$ cat config.mk
export PLATFORM = sky130hd
export DESIGN_NAME = sdram_burst_tester
export DESIGN_NICKNAME = d
export VERILOG_FILES = /design/src/rtl/sdram_burst_tester.sv
export SDC_FILE = /design/constraint.sdc
export NUM_CORES = 1
export LEC_CHECK = 0
export CAP_MARGIN = 20
export CELL_PAD_IN_SITES_DETAIL_PLACEMENT = 1
export CELL_PAD_IN_SITES_GLOBAL_PLACEMENT = 1
export CORE_UTILIZATION = 35
export DETAILED_ROUTE_END_ITERATION = 10
export PLACE_DENSITY = 0.83
export SLEW_MARGIN = 20
export SYNTH_ARGS = -nofsm -noshare
export SYNTH_HDL_FRONTEND = slang
export SYNTH_SLANG_ARGS = --single-unit
$ cat constraint.sdc
create_clock -name clk -period 4.87 [get_ports clk]
set_clock_uncertainty 0.1 [all_clocks]
set_input_delay 0.7305 -clock clk [delete_from_list [all_inputs] [get_ports clk]]
set_output_delay 0.7305 -clock clk [all_outputs]
set_load 0.01 [all_outputs]
$ cat src/rtl/sdram_burst_tester.sv
// Writes NUM_BURSTS bursts of an address-derived pattern to the SDRAM controller,
// reads them back, and reports the mismatch count, first failing address and ack timeouts.
module sdram_burst_tester #(
  parameter int BURST      = 8,
  parameter int NUM_BURSTS = 4,
  parameter int TIMEOUT    = 1023
) (
  input  logic        clk,
  input  logic        rst,
  input  logic        start,
  input  logic [15:0] seed,
  input  logic [23:0] base_addr,
  input  logic        sdram_init_done,
  output logic        sdram_wr_req,
  input  logic        sdram_wr_ack,
  output logic [23:0] sdram_wr_addr,
  output logic [9:0]  sdram_wr_burst,
  output logic [15:0] sdram_din,
  output logic        sdram_rd_req,
  input  logic        sdram_rd_ack,
  output logic [23:0] sdram_rd_addr,
  output logic [9:0]  sdram_rd_burst,
  input  logic [15:0] sdram_dout,
  output logic        busy,
  output logic        done,
  output logic        pass,
  output logic        timeout,
  output logic [15:0] err_cnt,
  output logic [23:0] first_err_addr
);

  localparam logic [2:0] IDLE      = 3'd0;
  localparam logic [2:0] WAIT_INIT = 3'd1;
  localparam logic [2:0] WR_REQ    = 3'd2;
  localparam logic [2:0] WR_DATA   = 3'd3;
  localparam logic [2:0] RD_REQ    = 3'd4;
  localparam logic [2:0] RD_DATA   = 3'd5;
  localparam logic [2:0] FINISH    = 3'd6;

  localparam int         TMO_W         = (TIMEOUT > 1) ? $clog2(TIMEOUT + 1) : 1;
  localparam logic [TMO_W-1:0] LP_TMO_LAST = TMO_W'(TIMEOUT - 1);
  localparam logic [9:0]  LP_BURST      = 10'(BURST);
  localparam logic [15:0] LP_LAST_BURST = 16'(NUM_BURSTS - 1);
  localparam logic [23:0] LP_STEP       = 24'(BURST);

  logic [2:0]       r_state;
  logic [15:0]      r_seed;
  logic [23:0]      r_base;
  logic [23:0]      r_burst_addr;
  logic [15:0]      r_burst_idx;
  logic [9:0]       r_word_cnt;
  logic [TMO_W-1:0] r_tmo_cnt;
  logic [15:0]      r_err_cnt;
  logic [23:0]      r_first_err_addr;
  logic             r_wr_req;
  logic             r_rd_req;
  logic             r_busy;
  logic             r_done;
  logic             r_pass;
  logic             r_timeout;

  logic [23:0] w_word_addr;
  logic [15:0] w_pattern;
  logic        w_wr_hit;
  logic        w_rd_hit;
  logic        w_mismatch;
  logic        w_burst_full;
  logic        w_last_burst;

  function automatic logic [15:0] f_pattern(input logic [23:0] a, input logic [15:0] s);
    return a[15:0] ^ s ^ {a[23:16], a[23:16]};
  endfunction

  assign w_word_addr  = r_burst_addr + 24'(r_word_cnt);
  assign w_pattern    = f_pattern(w_word_addr, r_seed);
  assign w_burst_full = (r_word_cnt == LP_BURST);
  assign w_last_burst = (r_burst_idx == LP_LAST_BURST);
  // Acks past the burst length are dropped so the counter never overruns.
  assign w_wr_hit     = sdram_wr_ack && !w_burst_full;
  assign w_rd_hit     = sdram_rd_ack && !w_burst_full &&
                        (r_state == RD_REQ || r_state == RD_DATA);
  assign w_mismatch   = w_rd_hit && (sdram_dout != w_pattern);

  always_ff @(posedge clk or posedge rst) begin
    if (rst) begin
      r_state          <= IDLE;
      r_seed           <= '0;
      r_base           <= '0;
      r_burst_addr     <= '0;
      r_burst_idx      <= '0;
      r_word_cnt       <= '0;
      r_tmo_cnt        <= '0;
      r_err_cnt        <= '0;
      r_first_err_addr <= '0;
      r_wr_req         <= 1'b0;
      r_rd_req         <= 1'b0;
      r_busy           <= 1'b0;
      r_done           <= 1'b0;
      r_pass           <= 1'b0;
      r_timeout        <= 1'b0;
    end else begin
      r_done <= 1'b0;
      if (w_mismatch) begin
        if (r_err_cnt != 16'hFFFF) r_err_cnt <= r_err_cnt + 16'd1;
        if (r_err_cnt == 16'd0)    r_first_err_addr <= w_word_addr;
      end
      case (r_state)
        IDLE: begin
          if (start) begin
            r_seed           <= seed;
            r_base           <= base_addr;
            r_burst_addr     <= base_addr;
            r_err_cnt        <= '0;
            r_first_err_addr <= '0;
            r_pass           <= 1'b0;
            r_timeout        <= 1'b0;
            r_busy           <= 1'b1;
            r_state          <= WAIT_INIT;
          end
        end
        WAIT_INIT: begin
          if (sdram_init_done) begin
            r_burst_idx <= '0;
            r_word_cnt  <= '0;
            r_tmo_cnt   <= '0;
            r_wr_req    <= 1'b1;
            r_state     <= WR_REQ;
          end
        end
        WR_REQ: begin
          if (sdram_wr_ack) begin
            r_word_cnt <= r_word_cnt + 10'd1;
            r_wr_req   <= 1'b0;
            r_state    <= WR_DATA;
          end else if (r_tmo_cnt == LP_TMO_LAST) begin
            r_wr_req  <= 1'b0;
            r_timeout <= 1'b1;
            r_state   <= FINISH;
          end else begin
            r_tmo_cnt <= r_tmo_cnt + 1'b1;
          end
        end
        WR_DATA: begin
          if (w_burst_full) begin
            r_word_cnt <= '0;
            r_tmo_cnt  <= '0;
            if (w_last_burst) begin
              r_burst_idx  <= '0;
              r_burst_addr <= r_base;
              r_rd_req     <= 1'b1;
              r_state      <= RD_REQ;
            end else begin
              r_burst_idx  <= r_burst_idx + 16'd1;
              r_burst_addr <= r_burst_addr + LP_STEP;
              r_wr_req     <= 1'b1;
              r_state      <= WR_REQ;
            end
          end else if (w_wr_hit) begin
            r_word_cnt <= r_word_cnt + 10'd1;
          end
        end
        RD_REQ: begin
          if (sdram_rd_ack) begin
            r_word_cnt <= r_word_cnt + 10'd1;
            r_rd_req   <= 1'b0;
            r_state    <= RD_DATA;
          end else if (r_tmo_cnt == LP_TMO_LAST) begin
            r_rd_req  <= 1'b0;
            r_timeout <= 1'b1;
            r_state   <= FINISH;
          end else begin
            r_tmo_cnt <= r_tmo_cnt + 1'b1;
          end
        end
        RD_DATA: begin
          if (w_burst_full) begin
            r_word_cnt <= '0;
            r_tmo_cnt  <= '0;
            if (w_last_burst) begin
              r_state <= FINISH;
            end else begin
              r_burst_idx  <= r_burst_idx + 16'd1;
              r_burst_addr <= r_burst_addr + LP_STEP;
              r_rd_req     <= 1'b1;
              r_state      <= RD_REQ;
            end
          end else if (w_rd_hit) begin
            r_word_cnt <= r_word_cnt + 10'd1;
          end
        end
        FINISH: begin
          r_done  <= 1'b1;
          r_busy  <= 1'b0;
          r_pass  <= !r_timeout && (r_err_cnt == 16'd0);
          r_state <= IDLE;
        end
        default: r_state <= IDLE;
      endcase
    end
  end

  assign sdram_wr_req   = r_wr_req;
  assign sdram_rd_req   = r_rd_req;
  assign sdram_wr_addr  = r_burst_addr;
  assign sdram_rd_addr  = r_burst_addr;
  assign sdram_wr_burst = LP_BURST;
  assign sdram_rd_burst = LP_BURST;
  assign sdram_din      = w_pattern;
  assign busy           = r_busy;
  assign done           = r_done;
  assign pass           = r_pass;
  assign timeout        = r_timeout;
  assign err_cnt        = r_err_cnt;
  assign first_err_addr = r_first_err_addr;

endmodule

==> run_results.csv <==
group,metric,value,unit
timing,min_period_over_period,93.9,%
synth,synth_edf_count,0,
setup_path,worstReg2RegStart,"sdram_rd_addr[8]$_DFFE_PP0P_",
clock_network,cts_resized,0,
outcome,outcome,"completed",
floorplan,die_y,168,um
finish,drive_gt1_share,6.07,%
clock_network,htreeDepth,4,
routing,drt-wirelength-per-cell,20.4,um
power_and_ir_drop,powerDensity,621,nW/um^2
synth,synth_top_area_share,38.5,%
synth,ys_ff_latch,149,
timing,hold_violations,0,
clock_network,numCtsBuffers,17,
routing,drt_iter0_drc,805,
routing,vias_per_cell,5.65,
hold_path,hp-start,"r_base[3]$_DFFE_PP0P_",
finish,fillers,3157,
synth,syn_area_per_cell,8.47,um^2
clock_network,root_buffer,"clkbuf_16",
timing,fmax,219,MHz
timing,slew_violations,0,
setup_path,startpoint,"r_word_cnt[0]$_DFFE_PP0P_",
floorplan,core,27000,um^2
floorplan,ios,192,
floorplan,die-area,28300,um^2
power_and_ir_drop,vdd_ir_drop_max,0.325,mV
placed_design,place_ws,0.735,ns
routing,first_pass_iters,5,
synth,async_reset_ff_share,100,%
global_route,overflow,0,
timing,timing.hold.ws,0.378,ns
global_route,first_global_vias,9186,
global_route,grt_start_max_net_pins,90,
routing,num_vias,9091,
synth,seq_area_frac_synth,38.5,%
routing,totalWireLength,32800,um
timing,relSlewSlack,33.1,%
timing,tightest_slew,1.00,ns
clock_network,clockBufferDepth,2,
clock_network,clock_latency,0.43,ns
timing,period_minus_slack,4.58,ns
finish,final_net_count,1338,
clock_network,clk_pin_slew_worst_paths,0.06,ns
synth,ys.flop_type,"dfrtp_1",
floorplan,num_rows,60,
synth,ys_top_cells_by_area,"dfrtp_1 39%, nand2_1 9.8%, xnor2_1 4.7%",
timing,fin_setup_tns,0,ns
clock_network,cts.sink_count,149,
clock_network,tritoncts,"yes",
timing,finalSetupViolCount,0,
placed_design,port_buffers,171,
global_route,grt_pass1_wl,51700,um
synth,ys_types,78,
finish,mostFrequentLayoutCell,"nand2_1",
routing,drc,0,
setup_path,critical_path_arrival,3.74,ns
synth,yosysTopAreaCell,"dfrtp_1",
floorplan,die_w,168,um
placed_design,dpl.hpwl,23700,um
routing,ant_nets,0,
flow_run,maxCapViolCount,0,
global_route,grt_usage,23.2,%
placed_design,place_area,11400,um^2
hold_path,hp-class,"reg -> reg",
floorplan,initial_utilization,35.8,%
clock_network,hold_buffers,0,
setup_path,crit_type,"reg -> out",
global_route,antenna_found_initial,1,
timing,worst_slack,0.295,ns
finish,syn_to_final_growth,24.3,%
placed_design,gp_congestion,0.886,
synth,netlist_area,9670,um^2
synth,yosysWarningCount,0,
setup_path,end_kind,"output port",
finish,layout_common_cells,"251 x nand2_1, 171 x clkdlybuf4s50_1, 149 x dfrtp_1",
synth,synthCells,1142,
timing,rsz0062_at_grt,"false",
power_and_ir_drop,leakage,5.09,nW
clock_network,postCtsSetupRepairBufs,0,
setup_path,worst_setup_path_start_kind,"flop",
setup_path,required,4.04,ns
finish,design_area,12000,um^2
setup_path,critPathMaxFanout,9,
[power by group]
group	internal (mW)	switching [mW]	total [mW]
registers	1.54	0.503	2.04
logic	1.80	2.19	3.99
clock network	0.892	0.536	1.43
[flip-flops by register name (all words and copies together), names as in the netlist]
register / flops
sdram_wr_req: 1
r_base: 24
pass: 1
sdram_rd_req: 1
r_seed: 16
err_cnt: 16
sdram_rd_addr: 24
first_err_addr: 24
done: 1
r_word_cnt: 10
busy: 1
r_state: 3
r_tmo_cnt: 10
r_burst_idx: 16
timeout: 1
[cell usage after synthesis (all sizes together), types with 18 or more instances]
cell type	number
xnor2	53
o21ai	80
nand2	252
nor2	69
nand3	42
clkbuf	40
nor3	26
and3	25
inv	27
ha	18
buf	66
mux2i	31
a21oi	41
xor2	36
dfrtp	149
[layer usage]
metal  global-route usage, %  wire (um)
met4                    7.67        658
met2                    39.7      16200
met1                    29.7      14000
met3                    3.95       1960
met5                       0          0
[cells by family (layout without fill, tap and decap cells)]
| group | count (synthesis) | in the layout | share of synthesized area, % |
|---|---|---|---|
| AOI/OAI and AO/OA | 214 | 214 | 14.9 |
| xor gates and xnor gates | 95 | 95 | 9.62 |
| adders and majority gates | 19 | 19 | 2.53 |
| buffers and inverters | 133 | 241 | 7.26 |
| DFF | 149 | 149 | 38.5 |
| muxes | 33 | 33 | 3.44 |
| other | 2 | 21 | 0.0776 |
| and+or+nand+nor | 497 | 497 | 23.6 |
[final cells by class]
cell class	count	area, um^2	area share [%]
clock buffers	21	470	3.91
well taps	341	427	3.55
clock inverters	9	151	1.26
inverters	27	106	0.884
diodes	1	2.50	0.0208
multi-input cells	878	5330	44.3
repair buffers	184	1810	15.0
flip-flops and latches	149	3730	31.0
[through the flow]
step	power, mW	cells	util (%)
2_1_floorplan	4.35	1160	-
3_3_place_gp	5.86	1579	42.2
3_5_place_dp	5.97	1579	42.2
4_1_cts	7.44	1609	44.5
5_1_grt	7.85	1610	44.5
6_report	7.46	1610	44.5
[critical path, cell delays in order, from the launching register on]
cell and delay (ns):
dfrtp_1 0.46, ha_1 0.22, inv_1 0.06, fa_1 0.42
nor2b_1 0.20, o31a_1 0.27, o21ai_2 0.19, a211oi_2 0.28
xor2_1 0.49, xor2_1 0.19, clkdlybuf4s50_1 0.54
[final timing paths]
check,slack [ns],depth (start not counted),to
max,0.29,10,sdram_din[4]
min,0.38,2,r_base[3]$_DFFE_PP0P_
max reg2reg,0.56,12,first_err_addr[23]$_DFF_PP0_
min reg2reg,0.38,2,r_base[3]$_DFFE_PP0P_
max in group asynchronous,3.01,3,err_cnt[8]$_DFF_PP0_
min in group asynchronous,0.75,2,r_base[16]$_DFFE_PP0P_
No activity file was read; power rests on OpenSTA's default activity.
